**src/rtl/core_seq_pkg.sv**
```systemverilog
// Shared types and constants for the core sequencer: the FSM state encoding,
// stage indices reported on a watchdog timeout, and the PC step.
package core_seq_pkg;

  typedef enum logic [3:0] {
    S_IDLE    = 4'd0,
    S_F_ISSUE = 4'd1,
    S_F_WAIT  = 4'd2,
    S_D_ISSUE = 4'd3,
    S_D_WAIT  = 4'd4,
    S_E_ISSUE = 4'd5,
    S_E_WAIT  = 4'd6,
    S_M_ISSUE = 4'd7,
    S_M_WAIT  = 4'd8,
    S_W_ISSUE = 4'd9,
    S_W_WAIT  = 4'd10,
    S_HALTED  = 4'd11,
    S_ERROR   = 4'd12
  } seq_state_e;

  localparam logic [2:0] STG_F = 3'd0;
  localparam logic [2:0] STG_D = 3'd1;
  localparam logic [2:0] STG_E = 3'd2;
  localparam logic [2:0] STG_M = 3'd3;
  localparam logic [2:0] STG_W = 3'd4;

  localparam logic [31:0] PC_INC = 32'd4;

  // Stage index owning a given ISSUE/WAIT state; other states map to fetch.
  function automatic logic [2:0] stage_of(seq_state_e s);
    case (s)
      S_F_ISSUE, S_F_WAIT: return STG_F;
      S_D_ISSUE, S_D_WAIT: return STG_D;
      S_E_ISSUE, S_E_WAIT: return STG_E;
      S_M_ISSUE, S_M_WAIT: return STG_M;
      S_W_ISSUE, S_W_WAIT: return STG_W;
      default:             return STG_F;
    endcase
  endfunction

endpackage

```
**src/rtl/core_sequencer_if.sv**
```systemverilog
// Bundle between the sequencer (master) and the pipeline stages / run control
// (slave).
//
// Handshake: each stage is started by X_enabled, a single-cycle pulse driven by
// the master. The stage answers with X_completed, a level that the master only
// samples while it is waiting on that same stage; the level may stay high
// afterwards and is then ignored. Side data (decode_is_mem, exec_is_jump,
// exec_jump_dest) is only meaningful in a cycle where its completed level is
// high. run and halt_req are levels looked at only at instruction boundaries.
interface core_sequencer_if #(
  parameter int unsigned CNT_W = 32
);
  logic             run;
  logic             halt_req;
  logic [31:0]      pc;
  logic             fetch_enabled;
  logic             decode_enabled;
  logic             exec_enabled;
  logic             mem_enabled;
  logic             write_enabled;
  logic             fetch_completed;
  logic             decode_completed;
  logic             exec_completed;
  logic             mem_completed;
  logic             write_completed;
  logic             decode_is_mem;
  logic             exec_is_jump;
  logic [31:0]      exec_jump_dest;
  logic             halted;
  logic             error;
  logic [2:0]       err_stage;
  logic [CNT_W-1:0] cycle_cnt;
  logic [CNT_W-1:0] instret_cnt;

  modport master (
    input  run, halt_req,
    input  fetch_completed, decode_completed, exec_completed,
    input  mem_completed, write_completed,
    input  decode_is_mem, exec_is_jump, exec_jump_dest,
    output pc,
    output fetch_enabled, decode_enabled, exec_enabled, mem_enabled, write_enabled,
    output halted, error, err_stage, cycle_cnt, instret_cnt
  );

  modport slave (
    output run, halt_req,
    output fetch_completed, decode_completed, exec_completed,
    output mem_completed, write_completed,
    output decode_is_mem, exec_is_jump, exec_jump_dest,
    input  pc,
    input  fetch_enabled, decode_enabled, exec_enabled, mem_enabled, write_enabled,
    input  halted, error, err_stage, cycle_cnt, instret_cnt
  );

endinterface

```
**src/rtl/seq_watchdog.sv**
```systemverilog
// Per-stage wait watchdog: counts waiting cycles without completion and flags
// expiry on the cycle whose count would reach TIMEOUT. TIMEOUT=0 disables it.
module seq_watchdog #(
  parameter int unsigned TIMEOUT = 1024
) (
  input  logic clk,
  input  logic rstn,
  input  logic clear_i,
  input  logic tick_i,
  output logic expired_o
);

  // Count never needs to exceed TIMEOUT-1 before the FSM leaves the wait.
  localparam int unsigned CW = (TIMEOUT > 1) ? $clog2(TIMEOUT) : 1;

  logic [CW-1:0] cnt_q;
  logic [CW-1:0] cnt_d;

  // Clear on entry to a wait, otherwise count idle wait cycles.
  always_comb begin
    cnt_d = cnt_q;
    if (clear_i) begin
      cnt_d = '0;
    end else if (tick_i) begin
      cnt_d = cnt_q + CW'(1);
    end
  end

  // Count register.
  always_ff @(posedge clk) begin
    if (!rstn) begin
      cnt_q <= '0;
    end else begin
      cnt_q <= cnt_d;
    end
  end

  // Expiry only on a tick, so a completion in the same cycle always wins.
  assign expired_o = (TIMEOUT != 0) && tick_i && (cnt_q == CW'(TIMEOUT - 1));

endmodule

```
**src/rtl/core_sequencer.sv**
```systemverilog
// Multi-cycle core control: walks one instruction through fetch, decode, exec,
// optional mem and write, owns the PC, and handles run/halt, a per-stage
// watchdog and the cycle / retired-instruction counters.
module core_sequencer
  import core_seq_pkg::*;
#(
  parameter logic [31:0] RESET_PC = 32'h0000_0000,
  parameter int unsigned TIMEOUT  = 1024,
  parameter int unsigned CNT_W    = 32
) (
  input  logic              clk,
  input  logic              rstn,
  core_sequencer_if.master  bus,
  output seq_state_e        state_o
);

  seq_state_e       state_q, state_d;
  logic [31:0]      pc_q, pc_d;
  logic             is_mem_q, is_mem_d;
  logic             is_jump_q, is_jump_d;
  logic [31:0]      dest_q, dest_d;
  logic [2:0]       err_stage_q, err_stage_d;
  logic [CNT_W-1:0] cycle_cnt_q, cycle_cnt_d;
  logic [CNT_W-1:0] instret_q, instret_d;

  logic stage_done;
  logic in_issue;
  logic in_wait;
  logic active;
  logic wd_expired;

  assign in_issue = state_q inside {S_F_ISSUE, S_D_ISSUE, S_E_ISSUE, S_M_ISSUE, S_W_ISSUE};
  assign in_wait  = state_q inside {S_F_WAIT, S_D_WAIT, S_E_WAIT, S_M_WAIT, S_W_WAIT};
  assign active   = !(state_q inside {S_IDLE, S_HALTED, S_ERROR});

  // Select the completed level of the stage currently being waited on.
  always_comb begin
    stage_done = 1'b0;
    case (state_q)
      S_F_WAIT: stage_done = bus.fetch_completed;
      S_D_WAIT: stage_done = bus.decode_completed;
      S_E_WAIT: stage_done = bus.exec_completed;
      S_M_WAIT: stage_done = bus.mem_completed;
      S_W_WAIT: stage_done = bus.write_completed;
      default:  stage_done = 1'b0;
    endcase
  end

  // Every ISSUE state leads straight into its WAIT, so clearing there
  // restarts the count on entry to each wait.
  seq_watchdog #(
    .TIMEOUT (TIMEOUT)
  ) u_watchdog (
    .clk       (clk),
    .rstn      (rstn),
    .clear_i   (in_issue),
    .tick_i    (in_wait && !stage_done),
    .expired_o (wd_expired)
  );

  // Next-state, instruction latches, PC update and counters.
  always_comb begin
    state_d     = state_q;
    pc_d        = pc_q;
    is_mem_d    = is_mem_q;
    is_jump_d   = is_jump_q;
    dest_d      = dest_q;
    err_stage_d = err_stage_q;
    instret_d   = instret_q;
    cycle_cnt_d = active ? (cycle_cnt_q + CNT_W'(1)) : cycle_cnt_q;

    case (state_q)
      S_IDLE: begin
        if (bus.halt_req) begin
          state_d = S_HALTED;
        end else if (bus.run) begin
          state_d = S_F_ISSUE;
        end
      end
      S_F_ISSUE: state_d = S_F_WAIT;
      S_F_WAIT:  if (stage_done) state_d = S_D_ISSUE;
      S_D_ISSUE: state_d = S_D_WAIT;
      S_D_WAIT: begin
        if (stage_done) begin
          is_mem_d = bus.decode_is_mem;
          state_d  = S_E_ISSUE;
        end
      end
      S_E_ISSUE: state_d = S_E_WAIT;
      S_E_WAIT: begin
        if (stage_done) begin
          is_jump_d = bus.exec_is_jump;
          dest_d    = bus.exec_jump_dest;
          state_d   = is_mem_q ? S_M_ISSUE : S_W_ISSUE;
        end
      end
      S_M_ISSUE: state_d = S_M_WAIT;
      S_M_WAIT:  if (stage_done) state_d = S_W_ISSUE;
      S_W_ISSUE: state_d = S_W_WAIT;
      S_W_WAIT: begin
        if (stage_done) begin
          pc_d      = is_jump_q ? dest_q : (pc_q + PC_INC);
          instret_d = instret_q + CNT_W'(1);
          if (bus.halt_req) begin
            state_d = S_HALTED;
          end else if (bus.run) begin
            state_d = S_F_ISSUE;
          end else begin
            state_d = S_IDLE;
          end
        end
      end
      S_HALTED: state_d = S_HALTED;
      S_ERROR:  state_d = S_ERROR;
      default:  state_d = S_IDLE;
    endcase

    // Expiry implies no completion this cycle, so it never overrides one.
    if (wd_expired) begin
      state_d     = S_ERROR;
      err_stage_d = stage_of(state_q);
    end
  end

  // State and datapath registers with synchronous active-low reset.
  always_ff @(posedge clk) begin
    if (!rstn) begin
      state_q     <= S_IDLE;
      pc_q        <= RESET_PC;
      is_mem_q    <= 1'b0;
      is_jump_q   <= 1'b0;
      dest_q      <= '0;
      err_stage_q <= '0;
      cycle_cnt_q <= '0;
      instret_q   <= '0;
    end else begin
      state_q     <= state_d;
      pc_q        <= pc_d;
      is_mem_q    <= is_mem_d;
      is_jump_q   <= is_jump_d;
      dest_q      <= dest_d;
      err_stage_q <= err_stage_d;
      cycle_cnt_q <= cycle_cnt_d;
      instret_q   <= instret_d;
    end
  end

  assign bus.pc             = pc_q;
  assign bus.fetch_enabled  = (state_q == S_F_ISSUE);
  assign bus.decode_enabled = (state_q == S_D_ISSUE);
  assign bus.exec_enabled   = (state_q == S_E_ISSUE);
  assign bus.mem_enabled    = (state_q == S_M_ISSUE);
  assign bus.write_enabled  = (state_q == S_W_ISSUE);
  assign bus.halted         = (state_q == S_HALTED);
  assign bus.error          = (state_q == S_ERROR);
  assign bus.err_stage      = err_stage_q;
  assign bus.cycle_cnt      = cycle_cnt_q;
  assign bus.instret_cnt    = instret_q;
  assign state_o            = state_q;

endmodule

```
**src/flat_wrapper.sv**
```systemverilog
// flat-port wrapper written by rule: the top's interface ports become plain ports
module core_sequencer_flat import core_seq_pkg::*;
#(
  parameter logic [31:0] RESET_PC = 32'h0000_0000,
  parameter int unsigned TIMEOUT  = 1024,
  parameter int unsigned CNT_W    = 32
)
  (clk, rstn, state_o, bus_run, bus_halt_req, bus_fetch_completed, bus_decode_completed, bus_exec_completed, bus_mem_completed, bus_write_completed, bus_decode_is_mem, bus_exec_is_jump, bus_exec_jump_dest, bus_pc, bus_fetch_enabled, bus_decode_enabled, bus_exec_enabled, bus_mem_enabled, bus_write_enabled, bus_halted, bus_error, bus_err_stage, bus_cycle_cnt, bus_instret_cnt);
  core_sequencer_if #(.CNT_W(CNT_W)) bus_i ();
  input  logic clk;
  input  logic rstn;
  output seq_state_e state_o;
  input wire logic [$bits(bus_i.run)-1:0] bus_run;
  input wire logic [$bits(bus_i.halt_req)-1:0] bus_halt_req;
  input wire logic [$bits(bus_i.fetch_completed)-1:0] bus_fetch_completed;
  input wire logic [$bits(bus_i.decode_completed)-1:0] bus_decode_completed;
  input wire logic [$bits(bus_i.exec_completed)-1:0] bus_exec_completed;
  input wire logic [$bits(bus_i.mem_completed)-1:0] bus_mem_completed;
  input wire logic [$bits(bus_i.write_completed)-1:0] bus_write_completed;
  input wire logic [$bits(bus_i.decode_is_mem)-1:0] bus_decode_is_mem;
  input wire logic [$bits(bus_i.exec_is_jump)-1:0] bus_exec_is_jump;
  input wire logic [$bits(bus_i.exec_jump_dest)-1:0] bus_exec_jump_dest;
  output wire logic [$bits(bus_i.pc)-1:0] bus_pc;
  output wire logic [$bits(bus_i.fetch_enabled)-1:0] bus_fetch_enabled;
  output wire logic [$bits(bus_i.decode_enabled)-1:0] bus_decode_enabled;
  output wire logic [$bits(bus_i.exec_enabled)-1:0] bus_exec_enabled;
  output wire logic [$bits(bus_i.mem_enabled)-1:0] bus_mem_enabled;
  output wire logic [$bits(bus_i.write_enabled)-1:0] bus_write_enabled;
  output wire logic [$bits(bus_i.halted)-1:0] bus_halted;
  output wire logic [$bits(bus_i.error)-1:0] bus_error;
  output wire logic [$bits(bus_i.err_stage)-1:0] bus_err_stage;
  output wire logic [$bits(bus_i.cycle_cnt)-1:0] bus_cycle_cnt;
  output wire logic [$bits(bus_i.instret_cnt)-1:0] bus_instret_cnt;
  assign bus_i.run = bus_run;
  assign bus_i.halt_req = bus_halt_req;
  assign bus_i.fetch_completed = bus_fetch_completed;
  assign bus_i.decode_completed = bus_decode_completed;
  assign bus_i.exec_completed = bus_exec_completed;
  assign bus_i.mem_completed = bus_mem_completed;
  assign bus_i.write_completed = bus_write_completed;
  assign bus_i.decode_is_mem = bus_decode_is_mem;
  assign bus_i.exec_is_jump = bus_exec_is_jump;
  assign bus_i.exec_jump_dest = bus_exec_jump_dest;
  assign bus_pc = bus_i.pc;
  assign bus_fetch_enabled = bus_i.fetch_enabled;
  assign bus_decode_enabled = bus_i.decode_enabled;
  assign bus_exec_enabled = bus_i.exec_enabled;
  assign bus_mem_enabled = bus_i.mem_enabled;
  assign bus_write_enabled = bus_i.write_enabled;
  assign bus_halted = bus_i.halted;
  assign bus_error = bus_i.error;
  assign bus_err_stage = bus_i.err_stage;
  assign bus_cycle_cnt = bus_i.cycle_cnt;
  assign bus_instret_cnt = bus_i.instret_cnt;
  core_sequencer #(.RESET_PC(RESET_PC), .TIMEOUT(TIMEOUT), .CNT_W(CNT_W)) u_core (.clk(clk), .rstn(rstn), .bus(bus_i), .state_o(state_o));
endmodule
```
**config.mk**
```make
export PLATFORM = sky130hd
export DESIGN_NAME = core_sequencer_flat
export DESIGN_NICKNAME = d
export VERILOG_FILES = /design/src/rtl/core_seq_pkg.sv /design/src/rtl/core_sequencer_if.sv /design/src/rtl/seq_watchdog.sv /design/src/rtl/core_sequencer.sv /design/src/flat_wrapper.sv
export SDC_FILE = /design/constraint.sdc
export NUM_CORES = 1
export LEC_CHECK = 0
export ABC_CLOCK_PERIOD_IN_PS = 2700
export CAP_MARGIN = 10
export CORE_MARGIN = 5
export CORE_UTILIZATION = 40
export DETAILED_ROUTE_END_ITERATION = 10
export PLACE_DENSITY = 0.63
export SYNTH_ARGS = -nofsm -noshare
export SYNTH_HDL_FRONTEND = slang
export SYNTH_SLANG_ARGS = --single-unit
```
**constraint.sdc**
```tcl
create_clock -name clk -period 2.7 [get_ports clk]
set_input_delay 0.405 -clock clk [delete_from_list [all_inputs] [get_ports clk]]
set_output_delay 0.405 -clock clk [all_outputs]
set_load 0.005 [all_outputs]
```
Yosys cells after proc, flatten, opt, wreduce, memory -nomap -nowiden:

Memory sizes are Yosys's and may differ from the RTL's. A register that Yosys moved wholly into a read port is not among the register bits.
Cells that the tools add are included.

* reductions and logical operators: 15
* add/sub/neg operators: 4
* bitwise gates (word level): 1
* multiplexer cells: 14
* eq/ne operators: 25

Operator list (count)
* $add 32x1->32 const B: 2
* $pmux 4 s13: 1
* $mux 4: 10
* $add 32x3->32 const B: 1
* $mux 32: 1
* $eq 4x4->1 const B: 5
* $eq 4x3->1 const B: 4
* $ne 3x2->1 const B: 5
* $reduce_and 6->1: 2
* $add 10x1->10 const B: 1
* $eq 10x10->1 const B: 1
* $ne 2x1->1 const B: 5
* $reduce_bool 5->1: 2
* $eq 4x2->1 const B: 2
* $reduce_and 2->1: 3
* $pmux 1 s5: 1
* $eq 4x1->1 const B: 1
* $logic_not 4->1: 1
* $ne 4x4->1 const B: 1
* $reduce_or 2->1: 2
* $ne 3x3->1 const B: 1
* $reduce_bool 3->1: 1
* $logic_and 1x1->1: 2
* $logic_not 1->1: 2
* 2 further kinds: 2

* word-level logic and storage cells: 69
* output and inout port bits: 110
* memories kept: 1
* memory bits (read-only): 48
* bits in registers: 144

Memory list
* (name not given): words 16, bits a word 3, rd ports 1, clocked after Yosys merged registers in 1, wr ports 0, RTL line core_seq_pkg.sv:31 `case (s)`

Depth between registers and ports, before layout:

* depth after elaboration: 7
* depth in mapped cells: 11

Modules after synthesis:

From an unflattened synthesis, not the netlist that was laid out.

* cells, all modules: 898
* area total of the unflattened synthesis: 7330.8 µm²

Modules (own cells, without submodules)
* core_sequencer: instances 1, seq. area each 2742.6 µm², cells each 846, area an instance 6867.8 µm²
* seq_watchdog: instances 1, seq. area each 200.2 µm², cells each 52, area an instance 462.9 µm²

Worst setup path after synthesis:

No wires, ideal clock.

* kind: register to register
* start: register u_core.state_q[0] (netlist: u_core.state_o[0])
* end: register u_core.cycle_cnt_q[27] (netlist: u_core.bus.cycle_cnt[27])
* period minus slack after synthesis: 2.165 ns
* data required time: 2.629 ns
* slack: 0.535 ns
* data arrival time: 2.094 ns
* setup time: 0.071 ns
* stages on the path, launching flop included: 9
* path buffers: 1
* cell sequence: dfxtp_1 > inv_1 > ha_1 > mux2i_1 > o211a_2 > or3b_4 > buf_6 > or3_1 > a21oi_1

* longest elaborated chain between the ends: 2
* elaborated cells on any way between the ends: 4

RTL lines
* start: declaration: RTL line core_sequencer.sv:17 `seq_state_e state_q, state_d;`
* start signal: assignment: RTL line core_sequencer.sv:137 `state_q <= state_d;`
* $eq 4x4->1 / $logic_not 4->1 (equally long branches): RTL line core_sequencer.sv:34 `assign active = !(state_q inside {S_IDLE, S_HALTED, S_ERROR});`
* $reduce_bool 3->1 *: RTL line core_sequencer.sv:34
* end signal: assignment: RTL line core_sequencer.sv:143 `cycle_cnt_q <= cycle_cnt_d;`
* end: declaration: RTL line core_sequencer.sv:23 `logic [CNT_W-1:0] cycle_cnt_q, cycle_cnt_d;`

Mark *: on every way between the ends. The rest lies on a longest branch, timed or not.
A chain may end at the register's enable or synchronous reset.

Final worst setup path:

* start: register u_core.state_q[0] (netlist: u_core.state_o[0])
* end: output bus_error

* longest elaborated chain between the ends: 1

RTL lines
* $eq 4x4->1: RTL line core_sequencer.sv:155 `assign bus.error = (state_q == S_ERROR);`
* end: declaration: RTL line flat_wrapper.sv:30 `output wire logic [$bits(bus_i.error)-1:0] bus_error;`

Every way passes these cells.

==> reports/results.tsv <==
stage	metric	value	unit
status	status	finished, final reports clean	
yosys	flops & latches, synth	147	
sta	Slew HR	21.6	%
power_and_ir_drop	maximum vdd drop	0.000445	V
worst_setup_path	CP endpoint	bus_error	
detailed_routing	WL per Instance	15.4	um
floorplan	die footprint	20400	um^2
yosys	gate count of the mapped netlist	880	
cts	clock buffer depth	2	
detailed_routing	metal2 WL	9050	um
worst_setup_path	Setup crit end kind	output port	
global_route	first-pass GRT wire length	31500	um
global_route	vias in the first global route	6075	
detailed_routing	Via density	5.30	
yosys	EDFF count, synth	0	
yosys	Seq/Total Area, Yosys	41.6	%
min_path	worst hold-check path type	reg2reg	
sta	f_max	0.397	GHz
cts	CTS HTree Levels	4	
detailed_routing	routed length on met3	1200	um
placement	routability congestion estimate from global placement	0.835	
worst_setup_path	R2R setup slack	310	ps
detailed_routing	DRT antenna net count	0	
sta	Hold Fails Final Rpt	0	
worst_setup_path	arrival time worst endpoint	2110	ps
detailed_routing	vias	6694	
detailed_routing	top sig layer	met4	
yosys	ys async rst share	0	%
worst_setup_path	Startpoint Class	flip-flop	
worst_setup_path	CP Class	reg2out	
power_and_ir_drop	power density cells	646	nW/um^2
yosys	Synth Cell Area	7080	um^2
yosys	Main synth FF type	dfxtp_1	
detailed_routing	Pre-antenna DRT Iters	7	
floorplan	# IOs	153	
worst_setup_path	CP Data Required Time	2300	ps
worst_setup_path	Critical Path Start	u_core.state_o[0]$_SDFFE_PP0P_	
floorplan	Core Region	17400	um^2
placement	# port buffers	152	
floorplan	initial core utilization	40.8	%
floorplan	row count	48	
placement	pre-CTS setup slack	230	ps
sta	RSZ-0062 raised after global routing	false	
sta	final setup TNS	0	ps
global_route	gr ovfl total	0	
power_and_ir_drop	Pleak	3.31	nW
cells_and_area	Area growth, synth to finish	35.3	%
floorplan	Die Wd	143	um
global_route	pin count of the biggest net entering global routing	59	
yosys	Ys Warns	0	
cells_and_area	NumNets Final	1077	
sta	Slew Viols, Final	0	
detailed_routing	drc violations	0	
sta	clk_skew	6.58	ps
worst_setup_path	Max FO, Critical Path	9	
yosys	Post-Syn Nets	932	
worst_setup_path	FF-to-FF End	u_core.bus.pc[26]$_SDFFE_PN0P_	
sta	Final Cycle Share	93.3	%
cts	total CTS buffers	17	
detailed_routing	Starting DRT DRC Count	325	
cts	TritonCTS Sinks	147	
cts	Root Driver	clkbuf_16	
placement	DP HPWL	13400	um
cells_and_area	layout cells sized above 1	6.65	%
job	Max-cap violations	0	
yosys	number of distinct library cells after synthesis	60	
detailed_routing	Metal-1 WL	8890	um
sta	final worst slack	181	ps
cts	CTS tree	done	
detailed_routing	final wirelength	19400	um
floorplan	Die Ht	143	um
sta	Final setup viols	0	
cts	clock slew at reported path FFs	60	ps
global_route	initial antenna violation count	0	
global_route	GR Util All Layers	19.1	%
sta	final worst path period need	2520	ps
sta	Worst-Margin Slew	1160	ps
worst_setup_path	r2r startpoint	u_core.state_o[0]$_SDFFE_PP0P_	
worst_setup_path	FF-to-FF path depth	10	
cells_and_area	Ant. Diodes	0	
yosys	Avg Cell Area, Syn	8.04	um^2
cts	Clk Latency, worst-skew pair	420	ps
cts	CTS Hold Buffers Added	0	
## worst max-delay path, stage by stage (launching register included)
cell and delay, ps:
dfxtp_1 360, inv_1 120, ha_2 270, buf_4 180, nand3_1 150, inv_1 120, clkdlybuf4s50_1 500
## final cells by class
class | instances | area (um^2)
tap | 225 | 282
multi-input combinational | 670 | 3850
timing repair buffer | 174 | 1740
inverter | 15 | 58.8
sequential | 147 | 2940
clock inverter | 13 | 254
clock buffer | 19 | 443
fill | 1656 | 7780
## routing by layer
| layer | track usage, % | up-vias |
|---|---|---|
| li1 | - | 3391 |
| met1 | 25.3 | 3099 |
| met2 | 30.2 | 183 |
| met3 | 5.56 | 21 |
| met4 | 5.85 | 0 |
| met5 | 0 | - |
## sequential cells by signal, indices dropped and copies added, names as in the netlist
name                     cells
u_core.bus.cycle_cnt        32
u_core.bus.instret_cnt      32
u_core.bus.pc               32
u_core.dest_q               32
u_core.u_watchdog.cnt_q     10
u_core.state_o               4
u_core.bus.err_stage         3
u_core.is_jump_q             1
u_core.is_mem_q              1
## Yosys cell counts, types with 6 or more instances
master	number	share of area, %
nand2_1	139	7.4
and4_1	11	1.4
o22ai_1	8	0.71
or3_1	15	1.3
mux2i_1	9	1.3
a22oi_1	10	1.1
and2_1	18	1.6
nand4_1	29	2.6
buf_2	9	0.64
and3_1	17	1.5
xnor2_1	20	2.5
nor3_1	17	1.2
a31oi_1	10	0.88
xor2_1	44	5.4
nor2_1	95	5.0
clkbuf_1	31	1.6
nand3_1	46	3.3
dfxtp_1	147	42
a21oi_1	80	5.7
ha_1	9	1.6
o21ai_0	27	1.9
nor4_1	6	0.53
inv_1	15	0.80
## cells by family after synthesis
kind of cell / count (synthesis) / synth area share (%)
muxes: 10 / 1.43
adders and majority gates: 9 / 1.59
and+or+nand+nor: 417 / 29.0
AOI/OAI and AO/OA: 170 / 14.5
xor gates and xnor gates: 64 / 7.92
buffers and inverters: 63 / 3.98
DFF: 147 / 41.6
## through the flow
step | std cells | total power, mW | instance area (um^2) | util, % | hold WS [ps]
3_5_place_dp | 1231 | 3.42 | 8870 | 51.1 | 448
3_3_place_gp | 1231 | 3.41 | 8870 | 51.1 | 440
5_1_grt | 1263 | 6.47 | 9570 | 55.1 | 473
2_1_floorplan | 880 | 3.00 | 7080 | - | 432
6_report | 1263 | 6.19 | 9570 | 55.1 | 455
4_1_cts | 1263 | 6.23 | 9570 | 55.1 | 456
## where the power goes
part           internal [mW]  switching [mW]  total, mW
logic                  0.477           0.547       1.02
registers               2.24           0.111       2.35
clock network           1.85           0.955       2.81
## cells in the final DEF, fill, tap and decap left out, drive strengths merged, types with 8 or more instances in the layout
| cell | instances |
|---|---|
| nand4 | 30 |
| inv | 16 |
| clkdlybuf4s50 | 152 |
| buf | 22 |
| and3 | 17 |
| and2 | 19 |
| o21ai | 27 |
| nand2 | 139 |
| o22ai | 8 |
| xnor2 | 20 |
| nor4 | 8 |
| dfxtp | 147 |
| nor3 | 17 |
| xor2 | 44 |
| clkbuf | 19 |
| or3 | 15 |
| nor2 | 96 |
| nand3 | 46 |
| mux2i | 9 |
| a21oi | 80 |
| a31oi | 10 |
| and4 | 11 |
| ha | 9 |
| a22oi | 10 |
## timing repair
item,CTS,global route
resized for setup,0,2
setup endpoints to repair,0,2
setup buffers,0,0
## worst min path at each step
| stage | from | end | depth (start not counted) |
|---|---|---|---|
| 3_5_place_dp | u_core.dest_q[12]$_SDFFE_PN0P_ | u_core.dest_q[12]$_SDFFE_PN0P_ | 2 |
| 4_1_cts | u_core.dest_q[1]$_SDFFE_PN0P_ | u_core.bus.pc[1]$_SDFFE_PN0P_ | 2 |
| 5_1_grt | u_core.dest_q[0]$_SDFFE_PN0P_ | u_core.dest_q[0]$_SDFFE_PN0P_ | 2 |
| 6_report | u_core.dest_q[0]$_SDFFE_PN0P_ | u_core.bus.pc[0]$_SDFFE_PN0P_ | 2 |
| 3_3_place_gp | u_core.dest_q[1]$_SDFFE_PN0P_ | u_core.bus.pc[1]$_SDFFE_PN0P_ | 2 |
| 2_1_floorplan | u_core.dest_q[0]$_SDFFE_PN0P_ | u_core.bus.pc[0]$_SDFFE_PN0P_ | 2 |
No activity file was read; power rests on OpenSTA's default activity.
